==> src/rtl/fp_pkg.sv <==
// Shared FP definitions: rounding-mode encodings, binary32 constants,
// the integer-to-float pipeline stage records and the rounding decision.
package fp_pkg;

    localparam int XLEN   = 32;
    localparam int BIAS   = 127;
    localparam int MANT_W = 23;

    localparam logic [2:0] RM_RNE = 3'b000;
    localparam logic [2:0] RM_RTZ = 3'b001;
    localparam logic [2:0] RM_RDN = 3'b010;
    localparam logic [2:0] RM_RUP = 3'b011;
    localparam logic [2:0] RM_RMM = 3'b100;
    localparam logic [2:0] RM_DYN = 3'b111;

    // S1 record: sign-stripped operand with its resolved rounding mode
    typedef struct packed {
        logic             sign;
        logic [XLEN-1:0]  mag;
        logic [2:0]       rm;
        logic             ill;
    } s1_t;

    // S2 record: normalised magnitude (bit 31 set unless zero) and biased exponent
    typedef struct packed {
        logic             sign;
        logic [XLEN-1:0]  norm;
        logic [7:0]       exp;
        logic [2:0]       rm;
        logic             ill;
    } s2_t;

    // 101, 110 and 111 are not usable as an effective rounding mode
    function automatic logic rm_reserved(input logic [2:0] rm);
        return (rm == 3'b101) || (rm == 3'b110) || (rm == 3'b111);
    endfunction

    // Increment decision from kept lsb, guard and sticky
    function automatic logic round_up(input logic [2:0] rm, input logic sign,
                                      input logic lsb, input logic g, input logic s);
        logic up;
        case (rm)
            RM_RNE:  up = g & (s | lsb);
            RM_RTZ:  up = 1'b0;
            RM_RDN:  up = sign & (g | s);
            RM_RUP:  up = ~sign & (g | s);
            RM_RMM:  up = g;
            default: up = 1'b0;
        endcase
        return up;
    endfunction

endpackage

==> src/rtl/lzc32.sv <==
// 32-bit leading-zero counter. Result is 0..31 for non-zero input and 32
// for zero, so bit 5 doubles as the zero flag.
module lzc32 (
    input  logic [31:0] x,
    output logic [5:0]  cnt
);

    // scan upward so the most significant set bit wins
    always_comb begin
        cnt = 6'd32;
        for (int i = 0; i < 32; i++) begin
            if (x[i]) cnt = 6'(31 - i);
        end
    end

endmodule

==> src/rtl/i2f_pipe.sv <==
// FCVT.S.W / FCVT.S.WU: 3-stage elastic integer -> binary32 converter.
// S1 strips the sign, S2 normalises, S3 rounds and holds the result until taken.
module i2f_pipe
    import fp_pkg::*;
(
    input  logic        clk,
    input  logic        rst,
    input  logic        in_valid,
    output logic        in_ready,
    input  logic [31:0] a,
    input  logic        is_unsigned,
    input  logic [2:0]  frm,
    input  logic [2:0]  dyn_frm,
    output logic        out_valid,
    input  logic        out_ready,
    output logic [31:0] d,
    output logic        NX,
    output logic        illegal_rm
);

    logic [3:1] vld_pipe;
    logic       rdy1, rdy2, rdy3;

    s1_t        s1_q, s1_n;
    s2_t        s2_q, s2_n;
    logic [5:0] lz;

    logic [2:0] eff_rm;
    logic       in_sign;

    logic [23:0] keep;
    logic        g_bit, s_bit, up;
    logic        carry;
    logic [22:0] mant;
    logic [7:0]  exp_r;
    logic        zero;
    logic [31:0] d_n;
    logic        nx_n;

    // a stage can load when it is empty or its content moves on this cycle
    assign rdy3      = ~vld_pipe[3] | out_ready;
    assign rdy2      = ~vld_pipe[2] | rdy3;
    assign rdy1      = ~vld_pipe[1] | rdy2;
    assign in_ready  = rdy1;
    assign out_valid = vld_pipe[3];

    // S1: resolve rounding mode, take magnitude (-0x80000000 wraps to 2^31 unsigned)
    always_comb begin
        eff_rm   = (frm == RM_DYN) ? dyn_frm : frm;
        in_sign  = a[31] & ~is_unsigned;
        s1_n     = '0;
        s1_n.sign = in_sign;
        s1_n.mag  = in_sign ? (~a + 32'd1) : a;
        s1_n.rm   = eff_rm;
        s1_n.ill  = rm_reserved(eff_rm);
    end

    lzc32 u_lzc (
        .x   (s1_q.mag),
        .cnt (lz)
    );

    // S2: normalise so the leading one lands on bit 31
    always_comb begin
        s2_n      = '0;
        s2_n.sign = s1_q.sign;
        s2_n.norm = s1_q.mag << lz[4:0];
        s2_n.exp  = 8'(BIAS + XLEN - 1) - {2'b00, lz};
        s2_n.rm   = s1_q.rm;
        s2_n.ill  = s1_q.ill;
    end

    // S3: round to 24 bits; a carry out of the fraction bumps the exponent
    always_comb begin
        zero         = ~s2_q.norm[31];
        keep         = s2_q.norm[31:8];
        g_bit        = s2_q.norm[7];
        s_bit        = |s2_q.norm[6:0];
        up           = round_up(s2_q.rm, s2_q.sign, keep[0], g_bit, s_bit);
        {carry, mant} = {1'b0, keep[22:0]} + {23'd0, up};
        exp_r        = s2_q.exp + {7'd0, carry};
        d_n          = {s2_q.sign, exp_r, mant};
        nx_n         = g_bit | s_bit;
        if (s2_q.ill || zero) begin
            d_n  = '0;
            nx_n = 1'b0;
        end
    end

    // stage valid bits advance along the elastic chain
    always_ff @(posedge clk) begin
        if (rst) begin
            vld_pipe <= '0;
        end else begin
            if (rdy1) vld_pipe[1] <= in_valid;
            if (rdy2) vld_pipe[2] <= vld_pipe[1];
            if (rdy3) vld_pipe[3] <= vld_pipe[2];
        end
    end

    // stage payload registers load only with a valid op moving in
    always_ff @(posedge clk) begin
        if (rst) begin
            s1_q       <= '0;
            s2_q       <= '0;
            d          <= '0;
            NX         <= 1'b0;
            illegal_rm <= 1'b0;
        end else begin
            if (rdy1 && in_valid)    s1_q <= s1_n;
            if (rdy2 && vld_pipe[1]) s2_q <= s2_n;
            if (rdy3 && vld_pipe[2]) begin
                d          <= d_n;
                NX         <= nx_n;
                illegal_rm <= s2_q.ill;
            end
        end
    end

endmodule

==> config.mk <==
export PLATFORM = sky130hd
export DESIGN_NAME = i2f_pipe
export DESIGN_NICKNAME = d
export VERILOG_FILES = /design/src/rtl/fp_pkg.sv /design/src/rtl/lzc32.sv /design/src/rtl/i2f_pipe.sv
export SDC_FILE = /design/constraint.sdc
export NUM_CORES = 1
export LEC_CHECK = 0
export ABC_AREA = 1
export BUFFER_PORTS_ARGS = -buffer_cell sky130_fd_sc_hd__buf_2
export CORE_ASPECT_RATIO = 1.75
export CORE_MARGIN = 1
export CORE_UTILIZATION = 50
export CTS_BUF_LIST = sky130_fd_sc_hd__clkbuf_8
export DETAILED_ROUTE_END_ITERATION = 10
export PLACE_DENSITY = 0.72
export SLEW_MARGIN = 20
export SYNTH_ARGS = -nofsm -noshare
export SYNTH_HDL_FRONTEND = slang
export SYNTH_SLANG_ARGS = --single-unit
==> constraint.sdc <==
create_clock -name clk -period 3.9 [get_ports clk]
set_input_delay 0.195 -clock clk [delete_from_list [all_inputs] [get_ports clk]]
set_output_delay 0.195 -clock clk [all_outputs]
set_load 0.005 [all_outputs]
# Word-level counts from Yosys, hierarchy flattened
# Index checks and enable logic that the tools add are counted.
[totals]
regBits = 119
latchBits = 0
mem_bits_rw = 0
rom_bits = 0
out_inout_bits = 36
word_cells = 88
mem_count = 0
[classes]
add_sub_neg = 4
n_mul = 0
div_mod_pow = 0
n_lt_le_gt_ge = 0
eq_ne = 7
shifts = 1
muxes = 37
bitwise = 16
reduce_logical = 8
[ops]
columns = ["operator", "count"]
rows = [
  ["$mux 6", 32],
  ["$mux 32", 2],
  ["$add 32x1->32 const B", 1],
  ["$not 32->32", 1],
  ["$shl 32x5->32", 1],
  ["$add 23x1->24", 1],
  ["$eq 3x3->1 const B", 5],
  ["$add 8x1->8", 1],
  ["$sub 8x6->8 const A", 1],
  ["$reduce_or 7->1", 1],
  ["$eq 3x2->1 const B", 2],
  ["$not 1->1", 6],
  ["$or 1x1->1", 5],
  ["$and 1x1->1", 4],
  ["$pmux 1 s4", 1],
  ["$logic_and 1x1->1", 3],
  ["$logic_not 3->1", 1],
  ["$logic_or 1x1->1", 3],
  ["$mux 3", 1],
  ["$mux 1", 1],
]

# Longest topological paths before layout
[depth]
word_depth = 33
depth_mapped = 42
ltp_nobuf = 42

# Modules after synthesis
# From an unflattened synthesis, not the netlist that was laid out.
[hier_totals]
hier_cells = 1331
hier_area_um2 = 8003.9
[modules_own_cells]
columns = ["module", "instances", "cells_per_inst", "area_per_inst_um2", "seq_area_each_um2"]
rows = [
  ["i2f_pipe", 1, 1221, 7554.7, 2382.3],
  ["lzc32", 1, 110, 449.2, 0.0],
]

# Least setup slack after synthesis
# No wires, ideal clock.
[synth_path]
kind = "register to register"
from = "register s2_q[13] (netlist bit)"
to = "register d[30]"
setup_time_ps = 128
arrival_ps = 3922
slack_ps = -150
stages_incl_launch_ff = 41
path_buffers = 0
period_less_slack_ps = 4050
path_cell_list = "dfxtp_1 -> or4_1 -> nor4_1 -> nor3b_1 -> o41ai_1 -> ha_1 -> nand3_1 -> nor2_1 -> inv_1 -> nor2_1 -> inv_1 -> nor2_1 -> inv_1 -> nor2_1 -> inv_1 -> nor2_1 -> inv_1 -> nor2_1 -> [... 5 more ...] -> nor3_1 -> inv_1 -> nor2_1 -> inv_1 -> nor2_1 -> inv_1 -> nor2_1 -> nand3_1 -> nor2_1 -> ha_1 -> nand3_1 -> nor2_1 -> inv_1 -> nor3_1 -> nand2_1 -> xor2_1 -> a2bb2oi_1 -> nor2_1"
[synth_via]
elab_chain_cells = 7
[synth_lines]
columns = ["element", "line", "text"]
rows = [
  ["from (decl)", "i2f_pipe.sv:25", "s2_t s2_q, s2_n;"],
  ["from (signal assigned)", "i2f_pipe.sv:111", "if (rdy2 && vld_pipe[1]) s2_q <= s2_n;"],
  ["$reduce_or 7->1 (*)", "i2f_pipe.sv:78", "s_bit = |s2_q.norm[6:0];"],
  ["$or 1x1->1 (on tied branches)", "fp_pkg.sv:45, fp_pkg.sv:46, fp_pkg.sv:43", ""],
  ["$and 1x1->1 (on tied branches)", "fp_pkg.sv:46, fp_pkg.sv:43, fp_pkg.sv:45", ""],
  ["$pmux 1 s4 (*)", "fp_pkg.sv:42", "case (rm)"],
  ["$add 23x1->24 (*)", "i2f_pipe.sv:80", "{carry, mant} = {1'b0, keep[22:0]} + {23'd0, up};"],
  ["$add 8x1->8 (*)", "i2f_pipe.sv:81", "exp_r = s2_q.exp + {7'd0, carry};"],
  ["$mux 32 (*)", "i2f_pipe.sv:84", "if (s2_q.ill || zero) begin"],
  ["to (signal assigned)", "i2f_pipe.sv:113", "d <= d_n;"],
  ["to (decl)", "i2f_pipe.sv:16", "output logic [31:0] d,"],
]
# Every way passes the cells marked *; elsewhere a longest branch is shown, timed or not.
# A chain may end at the register's enable or synchronous reset.

# Worst setup path in the final report
# Same ends and word-level chain as after synthesis.

==> results_dict.tcl <==
set metrics [dict create \
    status "finished, violations left" \
    violations "setup timing" \
    die_w_um 95.7 \
    synth.avg_cell_area_sq_um 6.20 \
    synth_nets 1289 \
    maxSlewHeadroom 0.361 \
    setup_slack_ns -0.624 \
    cts_buffers 17 \
    ys.flop_type "dfxtp_1" \
    synth_area_sq_um 7680 \
    cp_slowest_cell "o41ai_2" \
    whs_path_depth 3 \
    cts_root_buffer "clkbuf_8" \
    io_buffers 78 \
    die_area_sq_um 15900 \
    synth_most_common_cell "nand2_1" \
    drc_errors 0 \
    maxCapViolations 0 \
    cts.htree.levels 4 \
    synth.top_cells.by_area "dfxtp_1 31%, nand2_1 15%, nand3_1 13%" \
    worstSetupEndpointType "flip-flop" \
    drt-total-wl_um 21900 \
    drive_above_1_share 0.180 \
    num_vias 8230 \
    grt_pass1_vias 7706 \
    max_stage_delay_ns 0.36 \
    required_ns 4.20 \
    n_fill_cell 1527 \
    yosys_warnings 0 \
    async_flop_share 0 \
    ys_ff_latch 119 \
    io_pins 79 \
    holdWs_ns 0.0363 \
    syn_to_final_growth_pct 17.4 \
    yosysUniqueCellTypes 46 \
    synth_cells 1240 \
    setup_viol 8 \
    grt_usage 0.289 \
    reg2reg_depth 40 \
    core_sq_um 14900 \
    drv_slew 0 \
    critPathKind "flip-flop to flip-flop" \
    cp-start-kind "flip-flop" \
    fin_crit_sh 1.16 \
    grt_max_degree 80 \
    clkLatencyLatePin_ns 0.44 \
    drtPass1Iterations 7 \
    worst-slew-pin-transition_ns 0.957 \
    critical_path_arrival_ns 4.82 \
    clock_sinks 119 \
    cts_tree "built" \
    yosysTopAreaCell "dfxtp_1" \
    netlist_top_cells_count "297 x nand2_1, 206 x nand3_1, 148 x inv_1" \
    nets 1384 \
    die_y_um 166 \
    start_util 0.515 \
    antenna_found_initial 0 \
    fp-row-count 59 \
    finalHoldViolCount 0 \
    synth_edf_count 0 \
    drt_iter0_drc 480 \
    worstHoldPathType "input port to flip-flop" \
    post_drt_wl_per_cell_um 14.3 \
    clock_path_buffers 2 \
    leakage_nw 4.13 \
    power_density_nw_per_um2 395 \
    crit_top_cell "inv_1" \
    clock.fmax_mhz 221 \
    placed_area_sq_um 8310 \
    grt_pass1_wl_um 36100 \
    fin_skew_ns 0.0161 \
    overflow 0 \
    ir_drop_mv 0.182 \
    postLayoutCellArea_sq_um 9020 \
    seq_area_frac_synth 0.310 \
    gp_congestion 0.998 \
    antenna_cells 0 \
    dp_hpwl_um 16100 \
    cts.clk_slew.worst_paths_ns 0.08 \
    fin_crit_ns 4.52 \
    rsz0062_at_grt "true" \
    synth.top_cell.area_share 0.310 \
    ant_nets 0 \
    crit_fanout 2 \
    power_mw 3.56 \
    vias_per_cell 5.38 \
]
[per-stage QoR]
step | TNS, ns | util | instances | setup WS, ns
after floorplan | -0.324 | - | 1240 | -0.150
after global placement | -2.94 | 0.557 | 1478 | -0.611
after detailed placement | -3.89 | 0.557 | 1478 | -0.732
after CTS | -3.69 | 0.599 | 1531 | -0.550
after global routing | -7.78 | 0.605 | 1530 | -1.09
final | -3.39 | 0.605 | 1530 | -0.624
[metal layers]
layer | part of all wire | vias up | GRT usage
met5 | 0 | - | 0
met4 | 0.045 | 0 | 0.144
met3 | 0.029 | 60 | 0.0462
met2 | 0.54 | 202 | 0.534
met1 | 0.39 | 3692 | 0.304
li1 | - | 4276 | -
[kinds of logic after synthesis]
family,count (synthesis),synth area share
simple gates,682,0.398
compound gates,191,0.138
xor+xnor,25,0.0285
flops,119,0.310
mux,1,0.00130
buf+inv,216,0.114
fa+ha+maj,6,0.00977
[critical path: cells and delay by family (launching register included)]
kind / cells / cell delay, ns
AOI/OAI and AO/OA: 2 / 0.52
xor gates and xnor gates: 1 / 0.13
adders and majority gates: 2 / 0.41
buffers and inverters: 11 / 0.67
DFF: 1 / 0.33
and+or+nand+nor: 24 / 2.35
[final cells by class]
type	count	area [sq um]	share of cell area
multi-input combinational	905	4590	0.509
sequential	119	2390	0.265
clock inverter	13	133	0.0147
inverter	152	571	0.0633
timing repair buffer	140	860	0.0953
tap	183	229	0.0254
clock buffer	18	248	0.0275
[power by group]
group	total (mW)	internal, mW	switching [mW]	leakage [nW]
logic	1.10	0.359	0.742	2.96
clock network	1.11	0.578	0.528	0.198
registers	1.35	1.29	0.0664	0.976
[cell usage in the layout (no fill, tap or decap), types with 5 or more instances in the layout]
| cell | instances |
|---|---|
| nor3_1 | 25 |
| xnor2_1 | 7 |
| o221ai_1 | 7 |
| dfxtp_1 | 115 |
| nor2_2 | 6 |
| o211ai_1 | 5 |
| buf_4 | 61 |
| nand2_1 | 291 |
| inv_1 | 145 |
| nand2_2 | 15 |
| a31oi_1 | 5 |
| xor2_1 | 18 |
| a21oi_1 | 94 |
| nand3_1 | 200 |
| nor4_1 | 5 |
| o21ai_0 | 51 |
| nand3_2 | 18 |
| clkbuf_8 | 18 |
| nor2_1 | 94 |
| buf_2 | 78 |
| nand4_1 | 11 |
| nor3_2 | 5 |
| inv_2 | 7 |
[repair_timing]
item	4_1_cts	5_1_grt
setup buffers	22	8
hold buffers	0	0
pin swaps	4	10
setup endpoints to repair	9	15
gates resized for setup	25	28
[state kept, by name, summed over array words and instances (netlist names)]
signal	cells
vld_pipe	3
d	32
s1_q	37
NX	1
s2_q	20
illegal_rm	1
g_bit	1
keep	24
[final timing paths]
path,slack (ns),to,from
worst max-delay path,-0.62,d[30],s2_q[13]
worst max register to register,-0.62,d[30],s2_q[13]
worst min register to register,0.46,d[19],d[19]
worst min-delay path,0.04,s1_q[5],a[1]
Power figures use the tool's default switching activity.
